File: src/rtl/writeback_buffer_pkg.sv
// Shared definitions for the dirty-victim writeback buffer: default widths,
// the derived-width constants, the drain FSM state type and a log2 helper.
package cache_pkg;

    // Ceiling log2, used to size pointers from an entry count.
    function automatic int log2(input int value);
        int result;
        result = 0;
        while ((1 << result) < value) result++;
        return result;
    endfunction

    localparam int WB_DATA_WIDTH   = 32;
    localparam int WB_OFFSET_BITS  = 2;
    localparam int WB_ADDRESS_BITS = 32;
    localparam int WB_DEPTH        = 4;
    localparam int WB_BLOCK_WIDTH  = WB_DATA_WIDTH << WB_OFFSET_BITS;
    localparam int WB_LINE_BITS    = WB_ADDRESS_BITS - WB_OFFSET_BITS;
    localparam int WB_PTR_BITS     = log2(WB_DEPTH);

    typedef enum logic [0:0] {
        IDLE  = 1'b0,
        WRITE = 1'b1
    } wb_state_t;

endpackage

File: src/rtl/writeback_buffer_if.sv
// Bundle of push, memory-write, lookup and flush signals between the cache
// controller / memory side (master) and the writeback buffer (slave).
//
// Handshakes: a transfer happens on a rising clock edge where both valid and
// ready are high (wb_valid/wb_ready for pushes, mem_write/mem_ready for
// memory writes). The source holds valid and its payload stable until that
// edge; ready may change freely and never depends on a future valid.
interface writeback_buffer_if
    import cache_pkg::*;
#(
    parameter int DATA_WIDTH   = WB_DATA_WIDTH,
    parameter int OFFSET_BITS  = WB_OFFSET_BITS,
    parameter int ADDRESS_BITS = WB_ADDRESS_BITS
);
    localparam int BLOCK_WIDTH = DATA_WIDTH << OFFSET_BITS;
    localparam int LINE_BITS   = ADDRESS_BITS - OFFSET_BITS;

    logic                    wb_valid;
    logic                    wb_ready;
    logic [LINE_BITS-1:0]    wb_line_addr;
    logic [BLOCK_WIDTH-1:0]  wb_data;
    logic                    mem_write;
    logic                    mem_ready;
    logic [ADDRESS_BITS-1:0] mem_address;
    logic [BLOCK_WIDTH-1:0]  mem_data;
    logic [LINE_BITS-1:0]    lookup_line_addr;
    logic                    lookup_hit;
    logic [BLOCK_WIDTH-1:0]  lookup_data;
    logic                    flush;
    logic                    flush_done;
    logic                    empty;
    wb_state_t               dbg_state;

    modport master (
        output wb_valid, wb_line_addr, wb_data, mem_ready, lookup_line_addr, flush,
        input  wb_ready, mem_write, mem_address, mem_data, lookup_hit, lookup_data,
               flush_done, empty, dbg_state
    );

    modport slave (
        input  wb_valid, wb_line_addr, wb_data, mem_ready, lookup_line_addr, flush,
        output wb_ready, mem_write, mem_address, mem_data, lookup_hit, lookup_data,
               flush_done, empty, dbg_state
    );

endinterface

File: src/rtl/writeback_buffer_entry_match.sv
// Associative compare of the lookup address against every buffered line.
// With WB_FORWARD_EN defined it also reports which entry is the youngest
// match so the top can forward that block; otherwise only the hit is built.
module wb_entry_match
    import cache_pkg::*;
#(
    parameter int DEPTH     = WB_DEPTH,
    parameter int LINE_BITS = WB_LINE_BITS,
    parameter int PTR_BITS  = log2(DEPTH)
) (
    input  logic [LINE_BITS-1:0] entry_addr [DEPTH],
    input  logic [DEPTH-1:0]     valid_mask,
    input  logic [LINE_BITS-1:0] lookup_addr,
`ifdef WB_FORWARD_EN
    input  logic [PTR_BITS-1:0]  tail_ptr,
    output logic [PTR_BITS-1:0]  hit_idx,
`endif
    output logic                 hit
);

`ifdef WB_FORWARD_EN
    logic [PTR_BITS-1:0] slot;

    // Walk from oldest (tail-DEPTH) to youngest (tail-1); the last match wins.
    always_comb begin
        hit     = 1'b0;
        hit_idx = '0;
        slot    = '0;
        for (int k = DEPTH; k >= 1; k--) begin
            slot = tail_ptr - PTR_BITS'(k);
            if (valid_mask[slot] && (entry_addr[slot] == lookup_addr)) begin
                hit     = 1'b1;
                hit_idx = slot;
            end
        end
    end
`else
    // Conflict detection only: any valid entry holding the line.
    always_comb begin
        hit = 1'b0;
        for (int i = 0; i < DEPTH; i++) begin
            if (valid_mask[i] && (entry_addr[i] == lookup_addr)) hit = 1'b1;
        end
    end
`endif

endmodule

File: src/rtl/writeback_buffer.sv
// Dirty-victim writeback buffer: a DEPTH-entry FIFO of {line addr, block}
// drained to memory in order, with a lookup port so refills never read a
// stale line from memory. Optional macro WB_FORWARD_EN enables forwarding
// of the youngest matching block on lookup_data.
module writeback_buffer
    import cache_pkg::*;
#(
    parameter int DATA_WIDTH   = WB_DATA_WIDTH,
    parameter int OFFSET_BITS  = WB_OFFSET_BITS,
    parameter int ADDRESS_BITS = WB_ADDRESS_BITS,
    parameter int DEPTH        = WB_DEPTH
) (
    input logic              clock,
    input logic              reset,
    writeback_buffer_if.slave bus
);
    localparam int BLOCK_WIDTH = DATA_WIDTH << OFFSET_BITS;
    localparam int LINE_BITS   = ADDRESS_BITS - OFFSET_BITS;
    localparam int PTR_BITS    = log2(DEPTH);
    localparam int CNT_W       = PTR_BITS + 1;

    logic [LINE_BITS-1:0]   addr_q [DEPTH];
    logic [LINE_BITS-1:0]   addr_d [DEPTH];
    logic [BLOCK_WIDTH-1:0] data_q [DEPTH];
    logic [BLOCK_WIDTH-1:0] data_d [DEPTH];
    logic [PTR_BITS-1:0]    head_q, head_d, tail_q, tail_d;
    logic [CNT_W-1:0]       count_q, count_d;
    wb_state_t              state_q, state_d;
    logic                   flush_pending_q, flush_pending_d;
    logic                   flush_done_q, flush_done_d;

    logic                   wb_ready;
    logic                   push, pop;
    logic [DEPTH-1:0]       valid_mask;
    logic [PTR_BITS-1:0]    rel;
    logic                   lookup_hit;

    // Accept/pop decisions; the full check uses the current count, no bypass.
    always_comb begin
        wb_ready = ~reset & (count_q != CNT_W'(DEPTH)) & ~flush_pending_q;
        push     = bus.wb_valid & wb_ready;
        pop      = (state_q == WRITE) & bus.mem_ready;
    end

    // Write the incoming victim line at the tail slot.
    always_comb begin
        for (int i = 0; i < DEPTH; i++) begin
            addr_d[i] = addr_q[i];
            data_d[i] = data_q[i];
        end
        if (push) begin
            addr_d[tail_q] = bus.wb_line_addr;
            data_d[tail_q] = bus.wb_data;
        end
    end

    // Pointer and occupancy bookkeeping; push and pop together leave count unchanged.
    always_comb begin
        head_d  = head_q;
        tail_d  = tail_q;
        count_d = count_q;
        if (push) tail_d = tail_q + PTR_BITS'(1);
        if (pop)  head_d = head_q + PTR_BITS'(1);
        if (push && !pop)      count_d = count_q + CNT_W'(1);
        else if (pop && !push) count_d = count_q - CNT_W'(1);
    end

    // Drain FSM next state plus flush tracking.
    always_comb begin
        state_d = state_q;
        case (state_q)
            IDLE:    if (count_q != '0) state_d = WRITE;
            WRITE:   if (pop && (count_d == '0)) state_d = IDLE;
            default: state_d = IDLE;
        endcase
        // A flush request while one is pending is absorbed; done clears it.
        flush_pending_d = flush_done_q ? 1'b0 : (flush_pending_q | bus.flush);
        flush_done_d    = flush_pending_d & (count_d == '0) & (state_d == IDLE);
    end

    // Drain FSM, pointers and flush state with synchronous reset.
    always_ff @(posedge clock) begin
        if (reset) begin
            state_q         <= IDLE;
            head_q          <= '0;
            tail_q          <= '0;
            count_q         <= '0;
            flush_pending_q <= 1'b0;
            flush_done_q    <= 1'b0;
        end else begin
            state_q         <= state_d;
            head_q          <= head_d;
            tail_q          <= tail_d;
            count_q         <= count_d;
            flush_pending_q <= flush_pending_d;
            flush_done_q    <= flush_done_d;
        end
    end

    // Entry storage; validity comes from head/count, so no reset is needed.
    always_ff @(posedge clock) begin
        for (int i = 0; i < DEPTH; i++) begin
            addr_q[i] <= addr_d[i];
            data_q[i] <= data_d[i];
        end
    end

    // An entry is valid when its distance from head is below the count.
    always_comb begin
        valid_mask = '0;
        rel        = '0;
        for (int i = 0; i < DEPTH; i++) begin
            rel           = PTR_BITS'(i) - head_q;
            valid_mask[i] = ({1'b0, rel} < count_q);
        end
    end

`ifdef WB_FORWARD_EN
    logic [PTR_BITS-1:0] hit_idx;

    wb_entry_match #(
        .DEPTH     (DEPTH),
        .LINE_BITS (LINE_BITS),
        .PTR_BITS  (PTR_BITS)
    ) u_match (
        .entry_addr  (addr_q),
        .valid_mask  (valid_mask),
        .lookup_addr (bus.lookup_line_addr),
        .tail_ptr    (tail_q),
        .hit_idx     (hit_idx),
        .hit         (lookup_hit)
    );

    assign bus.lookup_data = lookup_hit ? data_q[hit_idx] : '0;
`else
    wb_entry_match #(
        .DEPTH     (DEPTH),
        .LINE_BITS (LINE_BITS),
        .PTR_BITS  (PTR_BITS)
    ) u_match (
        .entry_addr  (addr_q),
        .valid_mask  (valid_mask),
        .lookup_addr (bus.lookup_line_addr),
        .hit         (lookup_hit)
    );

    assign bus.lookup_data = '0;
`endif

    assign bus.wb_ready    = wb_ready;
    assign bus.lookup_hit  = lookup_hit;
    assign bus.mem_write   = (state_q == WRITE);
    assign bus.mem_address = (state_q == WRITE) ? {addr_q[head_q], {OFFSET_BITS{1'b0}}} : '0;
    assign bus.mem_data    = (state_q == WRITE) ? data_q[head_q] : '0;
    assign bus.flush_done  = flush_done_q;
    assign bus.empty       = (count_q == '0);
    assign bus.dbg_state   = state_q;

endmodule

File: src/flat_wrapper.sv
// flat-port wrapper written by rule: the top's interface ports become plain ports
module writeback_buffer_flat import cache_pkg::*;
#(
    parameter int DATA_WIDTH   = WB_DATA_WIDTH,
    parameter int OFFSET_BITS  = WB_OFFSET_BITS,
    parameter int ADDRESS_BITS = WB_ADDRESS_BITS,
    parameter int DEPTH        = WB_DEPTH
)
  (clock, reset, bus_wb_valid, bus_wb_line_addr, bus_wb_data, bus_mem_ready, bus_lookup_line_addr, bus_flush, bus_wb_ready, bus_mem_write, bus_mem_address, bus_mem_data, bus_lookup_hit, bus_lookup_data, bus_flush_done, bus_empty, bus_dbg_state);
  writeback_buffer_if #(.DATA_WIDTH(DATA_WIDTH), .OFFSET_BITS(OFFSET_BITS), .ADDRESS_BITS(ADDRESS_BITS)) bus_i ();
  input logic clock;
  input logic reset;
  input wire logic [$bits(bus_i.wb_valid)-1:0] bus_wb_valid;
  input wire logic [$bits(bus_i.wb_line_addr)-1:0] bus_wb_line_addr;
  input wire logic [$bits(bus_i.wb_data)-1:0] bus_wb_data;
  input wire logic [$bits(bus_i.mem_ready)-1:0] bus_mem_ready;
  input wire logic [$bits(bus_i.lookup_line_addr)-1:0] bus_lookup_line_addr;
  input wire logic [$bits(bus_i.flush)-1:0] bus_flush;
  output wire logic [$bits(bus_i.wb_ready)-1:0] bus_wb_ready;
  output wire logic [$bits(bus_i.mem_write)-1:0] bus_mem_write;
  output wire logic [$bits(bus_i.mem_address)-1:0] bus_mem_address;
  output wire logic [$bits(bus_i.mem_data)-1:0] bus_mem_data;
  output wire logic [$bits(bus_i.lookup_hit)-1:0] bus_lookup_hit;
  output wire logic [$bits(bus_i.lookup_data)-1:0] bus_lookup_data;
  output wire logic [$bits(bus_i.flush_done)-1:0] bus_flush_done;
  output wire logic [$bits(bus_i.empty)-1:0] bus_empty;
  output wire logic [$bits(bus_i.dbg_state)-1:0] bus_dbg_state;
  assign bus_i.wb_valid = bus_wb_valid;
  assign bus_i.wb_line_addr = bus_wb_line_addr;
  assign bus_i.wb_data = bus_wb_data;
  assign bus_i.mem_ready = bus_mem_ready;
  assign bus_i.lookup_line_addr = bus_lookup_line_addr;
  assign bus_i.flush = bus_flush;
  assign bus_wb_ready = bus_i.wb_ready;
  assign bus_mem_write = bus_i.mem_write;
  assign bus_mem_address = bus_i.mem_address;
  assign bus_mem_data = bus_i.mem_data;
  assign bus_lookup_hit = bus_i.lookup_hit;
  assign bus_lookup_data = bus_i.lookup_data;
  assign bus_flush_done = bus_i.flush_done;
  assign bus_empty = bus_i.empty;
  assign bus_dbg_state = bus_i.dbg_state;
  writeback_buffer #(.DATA_WIDTH(DATA_WIDTH), .OFFSET_BITS(OFFSET_BITS), .ADDRESS_BITS(ADDRESS_BITS), .DEPTH(DEPTH)) u_core (.clock(clock), .reset(reset), .bus(bus_i));
endmodule
File: config.mk
export PLATFORM = sky130hd
export DESIGN_NAME = writeback_buffer_flat
export DESIGN_NICKNAME = d
export VERILOG_FILES = /design/src/rtl/writeback_buffer_pkg.sv /design/src/rtl/writeback_buffer_if.sv /design/src/rtl/writeback_buffer_entry_match.sv /design/src/rtl/writeback_buffer.sv /design/src/flat_wrapper.sv
export SDC_FILE = /design/constraint.sdc
export NUM_CORES = 1
export LEC_CHECK = 0
export CAP_MARGIN = 20
export CELL_PAD_IN_SITES_DETAIL_PLACEMENT = 0
export CELL_PAD_IN_SITES_GLOBAL_PLACEMENT = 1
export CORE_MARGIN = 4
export CORE_UTILIZATION = 54
export CTS_CLUSTER_SIZE = 12
export DETAILED_ROUTE_END_ITERATION = 7
export DONT_BUFFER_PORTS = 1
export HOLD_SLACK_MARGIN = 0.08
export PLACE_DENSITY = 0.75
export SLEW_MARGIN = 20
export SYNTH_ARGS = -nofsm -noshare
export SYNTH_HDL_FRONTEND = slang
export SYNTH_SLANG_ARGS = --single-unit
export TNS_END_PERCENT = 5
File: constraint.sdc
create_clock -name clock -period 9.2 [get_ports clock]
set_clock_uncertainty 0.1 [all_clocks]
set_input_delay 2.76 -clock clock [delete_from_list [all_inputs] [get_ports clock]]
set_output_delay 2.76 -clock clock [all_outputs]
set_load 0.02 [all_outputs]
==> flow_metrics.env, run 1 <==
export IMPL_cpMaxStageDelayCell="or4_1"
export IMPL_setup_tns_final_ns=0
export IMPL_critPathCaptureType="output port"
export IMPL_cts_tree="yes"
export IMPL_syn_area_sq_mm=0.0269
export IMPL_r2r_start="u_core.count_q[1]"
export IMPL_setup_viol=0
export IMPL_routed_wl_microns=56900
export IMPL_powerDensity_mw_per_mm2=244
export IMPL_gp_congestion=0.853
export IMPL_r2r_slack_ns=5.50
export IMPL_power_frac_seq_pct=48.5
export IMPL_io_pins=487
export IMPL_grt_max_degree=159
export IMPL_ys_warnings_count=0
export IMPL_cts_root_buf="clkbuf_16"
export IMPL_yosysSeqAreaShare_pct=71.4
export IMPL_cts_repair_resized=0
export IMPL_synth_area_leaders="edfxtp_1 70%, mux4_2 13%, and2_1 3.7%"
export IMPL_chipWidth_microns=231
export IMPL_syn_inst=1396
export IMPL_path_cells="xor2_1 > nor4_1 > nand4_1 > or4_1 > nand4_1"
export IMPL_grt_pass1_vias=12600
export IMPL_cp_num_buf_inv=0
export IMPL_synth_top_family_by_area="multiplexers"
export IMPL_worst_pin_slew_ns=1.08
export IMPL_maxCapViolations=0
export IMPL_hold_buffers=0
export IMPL_r2r_end="u_core.data_q[2][65]"
export IMPL_dr_pass1_iters=5
export IMPL_fin_nets=1614
export IMPL_yosysTopAreaCell="edfxtp_1"
export IMPL_final_max_slew_viol_count=0
export IMPL_synthAdderAreaFrac_pct=0.511
export IMPL_crit_fanout=4
export IMPL_synth_compound_area_share_pct=0.688
export IMPL_vias=12100
export IMPL_vias_per_cell=5.70
export IMPL_hold_path_class="flip-flop to flip-flop"
export IMPL_final_util_pct=59.2
export IMPL_dieHeight_microns=231
export IMPL_fmax_mhz=139
export IMPL_rsz0062_at_grt="no"
export IMPL_drtIter0Drc=836
export IMPL_postCtsSetupRepairBufs=0
export IMPL_ir_worst_vdd_v=0.000171
export IMPL_clk_latency_ns=0.58
export IMPL_clock_sinks=644
export IMPL_reg2reg_depth=6
export IMPL_synthSimpleGateAreaFrac_pct=5.06
export IMPL_drt_antenna_violating_nets=0
export IMPL_gr_total_overflow=0
export IMPL_p_int_w=0.00523
export IMPL_grt_pass1_wl_microns=82400
export IMPL_antenna_found_initial=0
export IMPL_relSlewSlack_pct=28.3
export IMPL_core_sq_mm=0.0492
export IMPL_area_delta_synth_final_pct=8.14
export IMPL_die_area_sq_mm=0.0535
export IMPL_holdPathEnd="u_core.flush_pending_q"
export IMPL_hpwlAfterDp_microns=35600
export IMPL_syn_avg_cell_area_sq_um=19.3
export IMPL_min_period_over_period_pct=78.3
export IMPL_ys_seq_elements=644
export IMPL_cts_clk_slew_worst_paths_ns=0.06
export IMPL_final_cells=2115
export IMPL_port_buffers=0
export IMPL_initial_core_util_pct=54.8
export IMPL_numCtsBuffers=68
export IMPL_synth_top_area_share_pct=70.5
export IMPL_clockBufferDepth=3
export IMPL_wl_per_cell_microns=26.9
export IMPL_layout_min_cycle_time_ns=7.20
export IMPL_ctsHtreeMaxLevel=3
export IMPL_synth_xor_area_share_pct=4.10
export IMPL_cp_start_kind="primary input"
export IMPL_grt_use_total_pct=20.9
export IMPL_swShare_pct=26.5
export IMPL_dp_cells=2004
export IMPL_drive_gt1_share_pct=18.2
export IMPL_status="complete, no violations"
export IMPL_p_leak_nw=9.21
export IMPL_synth_distinct_cells=37
export IMPL_critPathMaxStageDelay_ns=0.53
export IMPL_hold_path_depth=2
export IMPL_num_antenna_cells=0
export IMPL_path_delay_family="simple AND/OR/NAND/NOR gates"
export IMPL_pwr_share_clk_pct=35.8
export IMPL_combPwrFrac_pct=15.7
export IMPL_num_rows=81
export IMPL_worstPathRequired_ns=6.34
export IMPL_drc=0
export IMPL_p_switching_w=0.00188
export IMPL_whs_ns=0.394
export IMPL_cpMostUsedCell="nand4_1"
export IMPL_worst_ep_arrival_time_ns=4.34
export IMPL_worstSetupPathType="primary input to output port"
export IMPL_synthMuxAreaShare_pct=13.2
export IMPL_finalHoldViolations=0
export IMPL_hp_start="u_core.flush_pending_q"
layout make-up:
class	instances	area, sq um
Clock buffer	91	1830
Clock inverter	20	203
Fill cell	3593	20000
Inverter	10	37.5
Multi-Input combinational cell	673	6860
Sequential cell	644	19200
Tap cell	664	831
Timing Repair Buffer	13	123
worst reg2reg max path: cells and delay by family, from the launching register on:
family | cells | cell delay [ns]
buffers and inverters | 3 | 1.30
and+or+nand+nor | 1 | 0.85
DFF | 1 | 0.42
AOI/OAI and AO/OA | 1 | 0.32
adders and majority gates | 1 | 0.25
synthesized netlist by cell type:
library cell	n
o211ai_1	1
xnor2_1	62
a2111o_1	2
a2111oi_1	1
dfxtp_1	12
a2111oi_0	3
clkbuf_2	1
a211oi_2	1
nor2b_1	3
a221oi_2	1
o31a_1	1
nor2_1	8
buf_6	7
o211a_1	1
ha_1	11
a311oi_1	1
nor4_1	15
inv_1	10
conb_1	1
or4_1	2
nor3_1	4
xor2_1	64
clkbuf_1	33
nand2_1	9
buf_2	19
a211o_1	1
a21oi_1	5
and3_1	6
buf_4	131
buf_1	7
nand4_1	19
a211oi_1	1
o21a_1	1
mux4_2	158
edfxtp_1	632
o21ai_0	3
and2_1	159
layer usage:
layer / GRT usage, % / routed length [microns] / part of all wire [%] / up-vias
li1: - / - / - / 5199
met1: 26.4 / 21300 / 37 / 6281
met2: 33.5 / 27800 / 49 / 498
met3: 9.16 / 6630 / 12 / 76
met4: 5.88 / 1200 / 2.1 / 0
met5: 0 / 0 / 0 / -
cell families after synthesis:
group,Yosys count
muxes,158
DFF,644
xor gates and xnor gates,126
buffers and inverters,208
adders and majority gates,11
other,1
and+or+nand+nor,225
AOI/OAI and AO/OA,23
worst max-delay path by stage:
stage                                  start                to  slack, ns  depth (start not counted)
floorplan                              reset  u_core.addr_q[0]       1.59                          3
global placement    bus_lookup_line_addr[27]    bus_lookup_hit       2.00                          5
detailed placement  bus_lookup_line_addr[13]    bus_lookup_hit       2.04                          5
CTS                 bus_lookup_line_addr[13]    bus_lookup_hit       2.04                          5
global route        bus_lookup_line_addr[15]    bus_lookup_hit       1.91                          5
finish              bus_lookup_line_addr[13]    bus_lookup_hit       2.00                          5
state kept, by name, indices dropped and copies added (netlist names), named ones only:
name,cells
u_core.head_q,2
u_core.bus.flush_done,1
u_core.bus.dbg_state,1
u_core.data_q,512
u_core.addr_q,120
u_core.flush_pending_q,1
u_core.tail_q,2
u_core.count_q,3
through the flow:
stage	setup slack [ns]	power, W	cell area, sq um
2_1_floorplan	1.59	0.00446	27400
3_3_place_gp	2.00	0.00465	27100
3_5_place_dp	2.04	0.00465	27100
4_1_cts	2.04	0.00720	29100
5_1_grt	1.91	0.00739	29100
6_report	2.00	0.00711	29100
layout by cell type, fill, tap and decap left out, drive strengths merged, types with 2 or more instances in the layout:
master and count:
or4 2, a21oi 5, nand4 19, dfxtp 12
a2111o 2, buf 13, xnor2 62, o21ai 3
and2 159, xor2 64, conb 130, ha 11
and3 6, a2111oi 4, nor4 15, nor2b 3
a211oi 2, nand2 9, clkbuf 91, mux4 158
nor3 4, edfxtp 632, nor2 8, clkinv 13
bufinv 3, inv 13
power groups by stage:
stage / clock [W] / combinational [W] / sequential [W]
after global placement: 0 / 0.00114 / 0.00351
after global routing: 0.00273 / 0.00120 / 0.00347
after detailed placement: 0 / 0.00114 / 0.00352
after floorplan: 0 / 0.00102 / 0.00344
final: 0.00254 / 0.00112 / 0.00345
after CTS: 0.00260 / 0.00114 / 0.00346
Power figures use the tool's default switching activity.
==> run 2, diff against run 1 <==
Clock period 9.2 ns to 7.02 ns, I/O delays scaled along.
==> run 2 against run 1 <==
Against the previous run: critical path type unchanged; sequential power rose by 31%; critical path depth unchanged; critical endpoint unchanged; first-iteration DRC count decreased by 9.0%.
==> flow_metrics.env, run 2 (synthesized netlist as in run 1, its figures left out) <==
export IMPL_status="complete, no violations"
export IMPL_regArea_sq_mm=0.0192
export IMPL_core_sq_mm=0.0492
export IMPL_powerDensity_mw_per_mm2=317
export IMPL_fin_nets=1621
export IMPL_rsz0062_at_grt="no"
export IMPL_cp_start_kind="primary input"
export IMPL_setup_tns_final_ns=0
export IMPL_num_antenna_cells=0
export IMPL_gr_total_overflow=0
export IMPL_critPathCapture="bus_lookup_hit"
export IMPL_p_leak_nw=9.23
export IMPL_drc=0
export IMPL_hold_path_class="flip-flop to flip-flop"
export IMPL_grt_pass1_vias=12600
export IMPL_path_cells="xor2_1 > nor4_1 > nand4_1 > or4_1 > nand4_1"
export IMPL_hold_buffers=0
export IMPL_clk_latency_ns=0.59
export IMPL_die_area_sq_mm=0.0535
export IMPL_fin_ws_ns=1.09
export IMPL_largest_reg_flops=512
export IMPL_multi_input_area_sq_mm=0.00686
export IMPL_fill_cells=3591
export IMPL_setup_viol=0
export IMPL_regMostFlops="u_core.data_q"
export IMPL_hpwlAfterDp_microns=36200
export IMPL_finalHoldViolations=0
export IMPL_gp_congestion=0.833
export IMPL_initial_core_util_pct=54.8
export IMPL_cts_repair_resized=0
export IMPL_postCtsSetupRepairBufs=0
export IMPL_clock_sinks=644
export IMPL_drive_gt1_share_pct=18.6
export IMPL_min_period_over_period_pct=84.5
export IMPL_mostFrequentLayoutCells="632 x edfxtp_1, 159 x and2_1, 158 x mux4_2, 130 x conb_1, 70 x clkbuf_16"
export IMPL_cpMaxStageDelayCell="or4_1"
export IMPL_routed_wl_microns=56000
export IMPL_final_max_slew_viol_count=0
export IMPL_worstSetupStartpoint="bus_lookup_line_addr[10]"
export IMPL_grt_use_total_pct=20.9
export IMPL_worst_ep_arrival_time_ns=3.72
export IMPL_cts_root_buf="clkbuf_16"
export IMPL_r2r_start="u_core.count_q[0]"
export IMPL_worst_pin_slew_ns=1.02
export IMPL_grt_pass1_wl_microns=82300
export IMPL_final_common_cell="edfxtp_1"
export IMPL_crit_fanout=4
export IMPL_pre_cts_slack_ns=1.14
export IMPL_cts_tree="yes"
export IMPL_cts_clk_slew_worst_paths_ns=0.06
export IMPL_drtIter0Drc=761
export IMPL_maxCapViolations=0
export IMPL_io_pins=487
export IMPL_r2r_slack_ns=3.65
export IMPL_numCtsBuffers=68
export IMPL_antenna_found_initial=0
export IMPL_worstPathRequired_ns=4.81
export IMPL_fmax_mhz=169
export IMPL_drt_antenna_violating_nets=0
export IMPL_total_power_w=0.00924
export IMPL_relSlewSlack_pct=31.9
export IMPL_critPathCaptureType="output port"
export IMPL_r2r_end="u_core.addr_q[74]"
export IMPL_cpMostUsedCell="nand4_1"
export IMPL_num_rows=81
export IMPL_layout_min_cycle_time_ns=5.93
export IMPL_reg_top3="u_core.data_q: 512 flops, u_core.addr_q: 120 flops, u_core.count_q: 3 flops"
export IMPL_grt_max_degree=81
export IMPL_dieHeight_microns=231
export IMPL_vias_per_cell=5.63
export IMPL_area_delta_synth_final_pct=8.38
export IMPL_critPathMaxStageDelay_ns=0.56
export IMPL_ir_worst_vdd_v=0.000256
export IMPL_chipWidth_microns=231
export IMPL_ctsHtreeMaxLevel=3
export IMPL_vias=11900
export IMPL_reg2reg_depth=6
export IMPL_dr_pass1_iters=5
export IMPL_wl_per_cell_microns=26.5
export IMPL_clockBufferDepth=3
export IMPL_worstSetupPathType="primary input to output port"
export IMPL_port_buffers=0
## run 2: report_power, final
part           internal [W]  switching, W  leakage, nW
registers           0.00437      0.000151         5.82
logic              0.000554      0.000923         2.45
clock network       0.00186       0.00138        0.959
total               0.00678       0.00246         9.23
## run 2: through the flow
step | hold WS, ns | area (sq um) | util [%] | std cells
floorplan | 0.367 | 27400 | - | 1525
global placement | 0.379 | 27200 | 55.3 | 2011
detailed placement | 0.393 | 27200 | 55.3 | 2011
CTS | 0.405 | 29200 | 59.4 | 2118
global route | 0.439 | 29200 | 59.4 | 2118
finish | 0.395 | 29200 | 59.4 | 2118
## run 2: cell type report
| cell class | instances | area share (%) |
|---|---|---|
| Multi-Input combinational cell | 673 | 23.5 |
| Clock inverter | 23 | 0.575 |
| Sequential cell | 644 | 65.9 |
| Clock buffer | 84 | 6.22 |
| Tap cell | 664 | 2.85 |
| Inverter | 10 | 0.129 |
| Timing Repair Buffer | 20 | 0.815 |
## run 2: critical path, delay by kind of cell
family | cells | cell delay (ns)
AND/OR/NAND/NOR | 4 | 1.48
XOR/XNOR | 1 | 0.13
## run 2: worst min path at each step
stage,start,endpoint,cells after the start
4_1_cts,u_core.flush_pending_q,u_core.flush_pending_q,2
3_3_place_gp,u_core.tail_q[1],u_core.tail_q[1],2
3_5_place_dp,u_core.flush_pending_q,u_core.flush_pending_q,2
2_1_floorplan,u_core.flush_pending_q,u_core.flush_pending_q,2
6_report,u_core.tail_q[1],u_core.tail_q[1],2
5_1_grt,u_core.tail_q[1],u_core.tail_q[1],2
## run 2: layer usage
layer | routed length, microns | track usage, % | up-vias
li1 | - | - | 5204
met2 | 27100 | 32.3 | 435
met4 | 1250 | 6.07 | 0
met1 | 21300 | 26.9 | 6217
met5 | 0 | 0 | -
met3 | 6360 | 9.49 | 72
==> run 3, diff against run 2 <==
Settings changed: CORE_UTILIZATION 54 to 49, PLACE_DENSITY 0.75 to 0.72.
Clock period 7.02 ns to 4.8 ns, I/O delays scaled along.
==> run 3 against run 2 <==
Against the previous run: register-to-register slack lost 1.9 ns; worst setup slack lost 0.92 ns; sequential share of layout area shrank 0.50 points; first-iteration DRC count grew 3.0%; sequential cell count is the same; clock power grew 51%; combinational power grew 52%; global-route usage shrank 1.9 points; final cell count grew 1.9%; routed wire length grew 0.55%; count of clock-buffer cells in the layout grew 4; non-clock buffer count grew 5.
==> flow_metrics.env, run 3 (synthesized netlist as in run 1, its figures left out) <==
export IMPL_relSlewSlack_pct=44.2
export IMPL_drive_gt1_share_pct=19.1
export IMPL_critPathCaptureType="output port"
export IMPL_path_delay_family="simple AND/OR/NAND/NOR gates"
export IMPL_finalHoldViolations=0
export IMPL_fill_cells=4128
export IMPL_drt_antenna_violating_nets=0
export IMPL_cts_repair_resized=0
export IMPL_port_buffers=0
export IMPL_path_cells="xor2_1 > nor4_1 > nand4_1 > or4_1 > nand4_1"
export IMPL_final_cells=2159
export IMPL_min_period_over_period_pct=96.5
export IMPL_num_rows=85
export IMPL_initial_core_util_pct=49.7
export IMPL_dp_cells=2048
export IMPL_regArea_sq_mm=0.0192
export IMPL_swShare_pct=26.7
export IMPL_post_dp_cell_area_sq_mm=0.0273
export IMPL_clk_latency_ns=0.59
export IMPL_routed_wl_microns=56300
export IMPL_reg_top3="u_core.data_q: 512 flops, u_core.addr_q: 120 flops, u_core.count_q: 3 flops"
export IMPL_fmax_mhz=216
export IMPL_whs_ns=0.403
export IMPL_final_common_cell="edfxtp_1"
export IMPL_drtIter0Drc=784
export IMPL_cpMaxStageDelayCell="or4_1"
export IMPL_grt_pass1_vias=12700
export IMPL_wl_per_cell_microns=26.1
export IMPL_gr_total_overflow=0
export IMPL_cp_start_kind="primary input"
export IMPL_layout_min_cycle_time_ns=4.63
export IMPL_status="complete, no violations"
export IMPL_gp_congestion=0.857
export IMPL_combPwrFrac_pct=16.4
export IMPL_ir_worst_vdd_v=0.000370
export IMPL_vias=11900
export IMPL_regMostFlops="u_core.data_q"
export IMPL_grt_use_total_pct=18.9
export IMPL_postCtsSetupRepairBufs=0
export IMPL_worst_pin_slew_ns=0.836
export IMPL_cp_num_buf_inv=0
export IMPL_antenna_found_initial=0
export IMPL_hold_path_class="flip-flop to flip-flop"
export IMPL_numCtsBuffers=69
export IMPL_cts_root_buf="clkbuf_16"
export IMPL_cpMostUsedCell="nand4_1"
export IMPL_core_sq_mm=0.0541
export IMPL_mostFrequentLayoutCells="632 x edfxtp_1, 159 x and2_1, 158 x mux4_2, 130 x conb_1, 70 x clkbuf_16"
export IMPL_worstSetupStartpoint="bus_lookup_line_addr[27]"
export IMPL_chipWidth_microns=242
export IMPL_num_antenna_cells=0
export IMPL_rsz0062_at_grt="no"
export IMPL_io_pins=487
export IMPL_grt_pass1_wl_microns=83300
export IMPL_worst_ep_arrival_time_ns=3.09
export IMPL_worstSetupPathType="primary input to output port"
export IMPL_final_util_pct=54.3
export IMPL_finalInstanceArea_sq_mm=0.0294
export IMPL_p_switching_w=0.00365
export IMPL_critPathMaxStageDelay_ns=0.55
export IMPL_dr_pass1_iters=5
export IMPL_power_frac_seq_pct=47.9
export IMPL_pwr_share_clk_pct=35.7
export IMPL_fin_nets=1627
export IMPL_largest_reg_flops=512
export IMPL_cts_clk_slew_worst_paths_ns=0.05
export IMPL_hold_buffers=0
export IMPL_powerDensity_mw_per_mm2=466
export IMPL_cts_tree="yes"
export IMPL_clockBufferDepth=3
export IMPL_hp_start="u_core.flush_pending_q"
export IMPL_p_int_w=0.0100
export IMPL_crit_fanout=4
export IMPL_hpwlAfterDp_microns=36200
export IMPL_clock_sinks=644
export IMPL_multi_input_area_sq_mm=0.00686
export IMPL_final_max_slew_viol_count=0
export IMPL_dieHeight_microns=242
export IMPL_area_delta_synth_final_pct=9.20
export IMPL_worstPathRequired_ns=3.26
export IMPL_p_leak_nw=9.32
export IMPL_r2r_start="u_core.count_q[0]"
export IMPL_vias_per_cell=5.53
export IMPL_grt_max_degree=112
export IMPL_maxCapViolations=0
export IMPL_setup_viol=0
export IMPL_drc=0
export IMPL_total_power_w=0.0137
export IMPL_die_area_sq_mm=0.0588
export IMPL_ctsHtreeMaxLevel=3
## run 3: cell types whose count changed in the layout (fill, tap and decap cells not counted), moves of 2 or more
cell | before | now
buf_12 | 7 | 12
clkbuf_1 | 13 | 17
clkinv_1 | 12 | 7
inv_16 | 0 | 4
clkinv_2 | 4 | 7
clkinv_8 | 3 | 1
## run 3: final timing paths
path                                          endpoint  slack [ns]  cells after the start
worst max-delay path                    bus_lookup_hit        0.17                      5
worst min-delay path            u_core.flush_pending_q        0.40                      2
worst max register to register   u_core.data_q[3][102]        1.75                      6
worst min register to register  u_core.flush_pending_q        0.40                      2
## run 3: final cells by class
| class | count | area share, % |
|---|---|---|
| flip-flops and latches | 644 | 65.4 |
| multi-input cells | 673 | 23.3 |
| clock buffers | 88 | 6.22 |
| well taps | 696 | 2.96 |
| repair buffers | 25 | 1.15 |
| clock inverters | 23 | 0.796 |
| inverters | 10 | 0.128 |
## run 3: power by group through the flow
stage | sequential, W | clock, W | combinational (W)
floorplan | 0.00657 | 0 | 0.00196
global placement | 0.00667 | 0 | 0.00230
detailed placement | 0.00668 | 0 | 0.00229
CTS | 0.00657 | 0.00502 | 0.00230
global route | 0.00658 | 0.00526 | 0.00241
finish | 0.00655 | 0.00489 | 0.00225
## run 3: metal layers
| metal | track usage (%) | share of wire, % | vias to the layer above |
|---|---|---|---|
| met5 | 0 | 0 | - |
| met4 | 4.83 | 2.2 | 0 |
| met3 | 9.56 | 12 | 89 |
| met2 | 30.6 | 49 | 456 |
| met1 | 22.9 | 36 | 6189 |
| li1 | - | - | 5212 |
## run 3: stage by stage
| step | setup WS, ns | TNS (ns) |
|---|---|---|
| after floorplan | -1.49 | -469.98 |
| after global placement | 0.266 | 0 |
| after detailed placement | 0.217 | 0 |
| after CTS | 0.180 | 0 |
| after global routing | 0.174 | 0 |
| final | 0.167 | 0 |
## run 3: tightest hold or removal path, stage by stage, from the launching register on
cell     delay (ns)
dfxtp_1        0.31
nor2_1         0.08
nor3_1         0.06
